==> config.mk <==
export PLATFORM = sky130hd
export DESIGN_NAME = fetch_sequencer
export DESIGN_NICKNAME = d
export VERILOG_FILES = /design/src/rtl/fetch_sequencer_pkg.sv /design/src/rtl/fetch_sequencer_pending.sv /design/src/rtl/fetch_sequencer.sv
export SDC_FILE = /design/constraint.sdc
export NUM_CORES = 1
export LEC_CHECK = 0
export ABC_AREA = 0
export BUFFER_PORTS_ARGS = -buffer_cell sky130_fd_sc_hd__buf_2
export CAP_MARGIN = 20
export CORE_ASPECT_RATIO = 0.75
export CORE_MARGIN = 1
export CORE_UTILIZATION = 39
export DETAILED_ROUTE_END_ITERATION = 8
export GPL_ROUTABILITY_DRIVEN = 0
export PLACE_DENSITY = 0.61
export SYNTH_ARGS = -nofsm -noshare
export SYNTH_HDL_FRONTEND = slang
export SYNTH_SLANG_ARGS = --single-unit
==> constraint.sdc <==
create_clock -name clk -period 4.6 [get_ports clk]
set_input_delay 0.46 -clock clk [delete_from_list [all_inputs] [get_ports clk]]
set_output_delay 0.46 -clock clk [all_outputs]
set_load 0.01 [all_outputs]
==> src/rtl/fetch_sequencer_pkg.sv <==
// Shared fetch-path definitions: FSM state encoding, reset/vector defaults,
// word-alignment mask and the redirect payload carried into the pending latch.
package fetch_sequencer_pkg;

   localparam int unsigned XLEN = 32;

   localparam logic [XLEN-1:0] RESET_PC_DEF = 32'h0000_0000;
   localparam logic [XLEN-1:0] EXC_VEC_DEF  = 32'h0000_0040;
   localparam logic [XLEN-1:0] WORD_MASK    = 32'hFFFF_FFFC;

   typedef enum logic [1:0] {
      BOOT  = 2'd0,
      FETCH = 2'd1,
      WAIT  = 2'd2,
      HALT  = 2'd3
   } state_e;

   // Numeric order is the priority order: a larger code wins
   typedef enum logic [1:0] {
      RD_NONE = 2'd0,
      RD_BR   = 2'd1,
      RD_ERET = 2'd2,
      RD_EXC  = 2'd3
   } rd_kind_e;

   typedef struct packed {
      rd_kind_e        kind;
      logic [XLEN-1:0] target;
   } redirect_t;

   function automatic logic [XLEN-1:0] word_align(input logic [XLEN-1:0] a);
      return a & WORD_MASK;
   endfunction

   function automatic logic is_misaligned(input logic [XLEN-1:0] a);
      return (a & ~WORD_MASK) != '0;
   endfunction

endpackage

==> src/rtl/fetch_sequencer_pending.sv <==
// Priority latch for a redirect that arrives while the ROM is still busy.
//   clk, rst  : clock, synchronous active-high reset
//   clr       : drop the pending entry (it has been consumed)
//   load      : capture in_rd if it outranks the held entry
//   in_rd     : redirect presented this cycle (kind RD_NONE when idle)
//   merged_c  : higher-priority of {held entry, in_rd}, combinational
module fetch_sequencer_pending
   import fetch_sequencer_pkg::*;
(
   input  logic      clk,
   input  logic      rst,
   input  logic      clr,
   input  logic      load,
   input  redirect_t in_rd,
   output redirect_t merged_c
);

   redirect_t pend_q;

   // Held entry; only a strictly higher-priority redirect overwrites it
   always_ff @(posedge clk) begin
      if (rst || clr) begin
         pend_q <= '0;
      end else if (load && (in_rd.kind > pend_q.kind)) begin
         pend_q <= in_rd;
      end
   end

   // Winner between what is held and what arrives this cycle
   always_comb begin
      merged_c = pend_q;
      if (in_rd.kind > pend_q.kind) begin
         merged_c = in_rd;
      end
   end

endmodule

==> src/rtl/fetch_sequencer.sv <==
// Fetch PC sequencer: owns the fetch PC and EPC, arbitrates exception entry,
// exception return, branch redirect, stall, ROM wait and sequential fetch.
//   clk, rst        : clock, synchronous active-high reset
//   stall_req       : hold PC (ID hazard)
//   br_taken/target : taken branch/jump and its target
//   exc_req/exc_pc  : exception request and faulting PC
//   eret            : return from exception
//   halt_req        : enter HALT
//   rom_ready       : ROM returns the instruction at pc this cycle
//   pc, rom_ce      : ROM fetch address and enable
//   if_valid        : instruction at pc is valid into IF/ID
//   flush_ifid      : kill IF/ID this cycle
//   epc             : saved exception PC
//   misalign        : taken branch target had nonzero bits [1:0]
module fetch_sequencer
   import fetch_sequencer_pkg::*;
#(
   parameter logic [31:0] RESET_PC = RESET_PC_DEF,
   parameter logic [31:0] EXC_VEC  = EXC_VEC_DEF
) (
   input  logic        clk,
   input  logic        rst,
   input  logic        stall_req,
   input  logic        br_taken,
   input  logic [31:0] br_target,
   input  logic        exc_req,
   input  logic [31:0] exc_pc,
   input  logic        eret,
   input  logic        halt_req,
   input  logic        rom_ready,
   output logic [31:0] pc,
   output logic        rom_ce,
   output logic        if_valid,
   output logic        flush_ifid,
   output logic [31:0] epc,
   output logic        misalign
);

   state_e      state_q, state_d;
   logic [31:0] pc_q, pc_d;
   logic [31:0] epc_q, epc_d;

   redirect_t   new_rd;
   redirect_t   merged_rd;
   logic        new_mis;
   logic        pend_load;
   logic        pend_clr;

   // Incoming redirect this cycle, already priority-resolved
   always_comb begin
      new_rd  = '0;
      new_mis = 1'b0;
      if (exc_req) begin
         new_rd.kind   = RD_EXC;
         new_rd.target = EXC_VEC;
      end else if (eret) begin
         new_rd.kind   = RD_ERET;
         new_rd.target = epc_q;
      end else if (br_taken) begin
         new_rd.kind   = RD_BR;
         new_rd.target = word_align(br_target);
         new_mis       = is_misaligned(br_target);
      end
   end

   fetch_sequencer_pending u_pending (
      .clk      (clk),
      .rst      (rst),
      .clr      (pend_clr),
      .load     (pend_load),
      .in_rd    (new_rd),
      .merged_c (merged_rd)
   );

   // State, PC and EPC registers
   always_ff @(posedge clk) begin
      if (rst) begin
         state_q <= BOOT;
         pc_q    <= RESET_PC;
         epc_q   <= '0;
      end else begin
         state_q <= state_d;
         pc_q    <= pc_d;
         epc_q   <= epc_d;
      end
   end

   // Next-state, next-PC and per-cycle fetch controls
   always_comb begin
      state_d    = state_q;
      pc_d       = pc_q;
      epc_d      = epc_q;
      rom_ce     = 1'b0;
      if_valid   = 1'b0;
      flush_ifid = 1'b0;
      misalign   = 1'b0;
      pend_load  = 1'b0;
      pend_clr   = 1'b0;

      case (state_q)
         BOOT: begin
            state_d = FETCH;
         end

         FETCH: begin
            rom_ce = 1'b1;
            if (new_rd.kind != RD_NONE) begin
               pc_d       = new_rd.target;
               flush_ifid = 1'b1;
               misalign   = new_mis;
               if (exc_req) begin
                  epc_d = exc_pc;
               end
            end else if (halt_req) begin
               state_d = HALT;
            end else if (stall_req) begin
               pc_d = pc_q;
            end else if (!rom_ready) begin
               state_d = WAIT;
            end else begin
               pc_d     = pc_q + 32'd4;
               if_valid = 1'b1;
            end
         end

         WAIT: begin
            rom_ce = 1'b1;
            if (new_rd.kind != RD_NONE) begin
               flush_ifid = 1'b1;
               misalign   = new_mis;
               if (exc_req) begin
                  epc_d = exc_pc;
               end
            end
            if (rom_ready) begin
               state_d  = FETCH;
               pend_clr = 1'b1;
               if (merged_rd.kind != RD_NONE) begin
                  // Returned instruction is on the wrong path; drop it
                  pc_d = merged_rd.target;
               end else begin
                  pc_d     = pc_q + 32'd4;
                  if_valid = 1'b1;
               end
            end else begin
               pend_load = (new_rd.kind != RD_NONE);
            end
         end

         HALT: begin
            // Only an exception wakes the core; the halted pc is the return point
            if (exc_req) begin
               epc_d   = pc_q;
               pc_d    = EXC_VEC;
               state_d = FETCH;
            end
         end

         default: begin
            state_d = BOOT;
         end
      endcase

      if (rst) begin
         rom_ce     = 1'b0;
         if_valid   = 1'b0;
         flush_ifid = 1'b0;
         misalign   = 1'b0;
         pend_load  = 1'b0;
      end
   end

   assign pc  = pc_q;
   assign epc = epc_q;

endmodule

==> flow_summary.yaml <==
final_layout:
  layout_commonest_cell: "buf_2"
  fill_cells: 1513
  area_growth_pct: 19.16
  diodes: 0
  most-common-layout-cells: "buf_2 (139), nand2_1 (101), dfxtp_1 (100), a21oi_1 (79), nor2_1 (71)"
  drive_above_1_share_pct: 20.87
  final_cells: 1077
  nets: 951
timing:
  final_max_slew_viol_count: 0
  grt_setup_unrepaired: "false"
  tightestPinTransition_ns: 0.8521
  clock_skew_ns: 0.009840
  period_needed_ns: 3.380
  fmax_mhz: 295.9
  tns_ns: 0
  hold_violations: 0
  fin_crit_sh_pct: 73.48
  finalSetupViolCount: 0
  slew_headroom_pct: 43.19
setup_path:
  end_kind: "register"
  criticalPathCategory: "in2reg"
  cp-start-kind: "primary input"
  cp.arrival_ns: 3.67
  critPathRequiredTime_ns: 4.89
  crit_fanout: 21
routing:
  vias: 6196
  route.detailed.drc: 0
  wirelength_mm: 19.16
  vias_per_cell: 5.753
  drt_iter0_drc: 548
  dr.pass1.iters: 7
  routedWlPerCell_um: 17.79
  antenna_left: 0
placed_design:
  port_buffers: 139
  hpwl_mm: 13.02
  dp_cells: 1062
floorplanning:
  die_x_um: 143.2
  row_count: 38
  die_area_sq_mm: 0.01545
  core_sq_mm: 0.01455
  io_pins: 140
  die_y_um: 107.9
  initial_core_util_pct: 40.08
clocking:
  clkLatencyLatePin_ns: 0.36
  htreeDepth: 3
  post-cts-setup-buffer-count: 0
  root_buffer: "clkbuf_16"
  clockBufferDepth: 2
  ctsResizeCount: 0
  ctsHoldBuffers: 0
  cts_inserted_buffers: 9
  tritoncts: "built"
  path_clk_slew_ns: 0.07
  clkSinkCount: 100
power_and_ir_drop:
  power.density_mw_per_mm2: 290.4
  p_leak_nw: 2.511
  netSwitchingFraction_pct: 29.70
  irDropWorstVdd_mv: 0.1804
  p_clk_share_pct: 35.9
  power.switching_mw: 0.5994
  power.total_mw: 2.018
  combPwrFrac_pct: 17.3
  p_seq_share_pct: 46.7
  p_int_mw: 1.419
global_routing:
  antenna_found_initial: 0
  grt_start_max_net_pins: 65
  grt_overflow: 0
  track_usage_pct: 25.62
  grt_pass1_vias: 5633
  grt_pass1_wl_mm: 30.77
synthesis:
  synth_area_sq_mm: 0.005832
  syn_area_per_cell_sq_um: 7.554
  syn_nets: 850
  synth_edf_count: 0
  ys_async_sr_fraction_pct: 0
  yosysSeqAreaShare_pct: 34.33
  yosysUniqueCellTypes: 65
  ys_ff_latch: 100
  yosys_warnings: 0
  syn_inst: 772
  synth-main-ff-cell: "dfxtp_1"
min_path:
  hold_class: "in2reg"
status:
  status: "complete, no violations"
run:
  max_cap_viol_count: 0
state kept, by name (all words and copies together), names as in the netlist:
name,count
u_pending.pend_q,34
pc,32
epc,32
state_q,2
cell usage after synthesis, drive strengths merged (22+ instances only):
master  count  area, sq um
o21ai      44        224.0
nor2       72        272.8
clkbuf     47        176.4
inv        22        82.58
mux2i      36        360.4
dfxtp     100         2002
nor3       29        145.1
nand3      23        115.1
a21oi      79        395.4
nand2     101        379.1
a211oi     40        300.3
per-layer routing:
layer	GRT usage (%)	part of all wire [%]
met2	37.84	40
met1	37.61	51
met4	7.296	1.6
met3	4.537	6.9
met5	0	0
power groups by stage:
stage / logic, mW / clock network, mW / registers [mW]
6_report: 0.350 / 0.725 / 0.943
5_1_grt: 0.388 / 0.770 / 0.949
4_1_cts: 0.348 / 0.736 / 0.943
3_5_place_dp: 0.347 / 0 / 0.963
3_3_place_gp: 0.345 / 0 / 0.963
2_1_floorplan: 0.207 / 0 / 0.968
worst max-delay path, cell delays in order:
cell and delay (ns):
buf_2 0.19, nor2_1 0.29, inv_1 0.08, ha_1 0.36, nor2b_1 0.18, o21a_1 0.24
nor2_2 0.57, or4_1 0.71, buf_4 0.35, nand2_1 0.08, a21oi_1 0.14
cell type report:
cell class                 instances  area [sq um]  share of cell area [%]
timing repair buffer             157         843.3                   12.14
clock buffer                      12         246.5                   3.547
multi-input combinational        582          3497                   50.32
sequential                       100          2002                   28.81
inverter                          23         86.33                   1.242
tap                              200         250.2                   3.601
clock inverter                     3         23.77                  0.3421
through the flow:
step                      setup WS [ns]  utilization, %  hold slack, ns  cell area, sq um
after floorplan                   1.192               -          0.4319              5832
after global placement            1.005           45.91          0.4406              6679
after detailed placement         0.8990           45.91          0.4436              6679
after CTS                         1.260           47.76          0.4075              6949
after global routing             0.9312           47.76          0.4129              6949
final                             1.220           47.76          0.4124              6949
cells by family after synthesis:
| kind of cell | Yosys count | share of synthesized area (%) |
|---|---|---|
| AO/OA/AOI/OAI | 252 | 28.66 |
| XOR/XNOR | 5 | 0.7510 |
| adder cells (fa/ha/maj) | 6 | 1.287 |
| buffers and inverters | 90 | 6.157 |
| flip-flops | 100 | 34.33 |
| multiplexers | 37 | 6.372 |
| AND/OR/NAND/NOR | 282 | 22.44 |
final timing paths:
check,from,end,slack (ns),cells past startpoint
min,halt_req,state_q[0],0.41,3
max reg2reg,u_pending.pend_q[33],u_pending.pend_q[16],1.49,9
max,exc_req,u_pending.pend_q[16],1.22,11
min reg2reg,u_pending.pend_q[31],u_pending.pend_q[31],0.45,2
(Power assumes the default switching activity.)
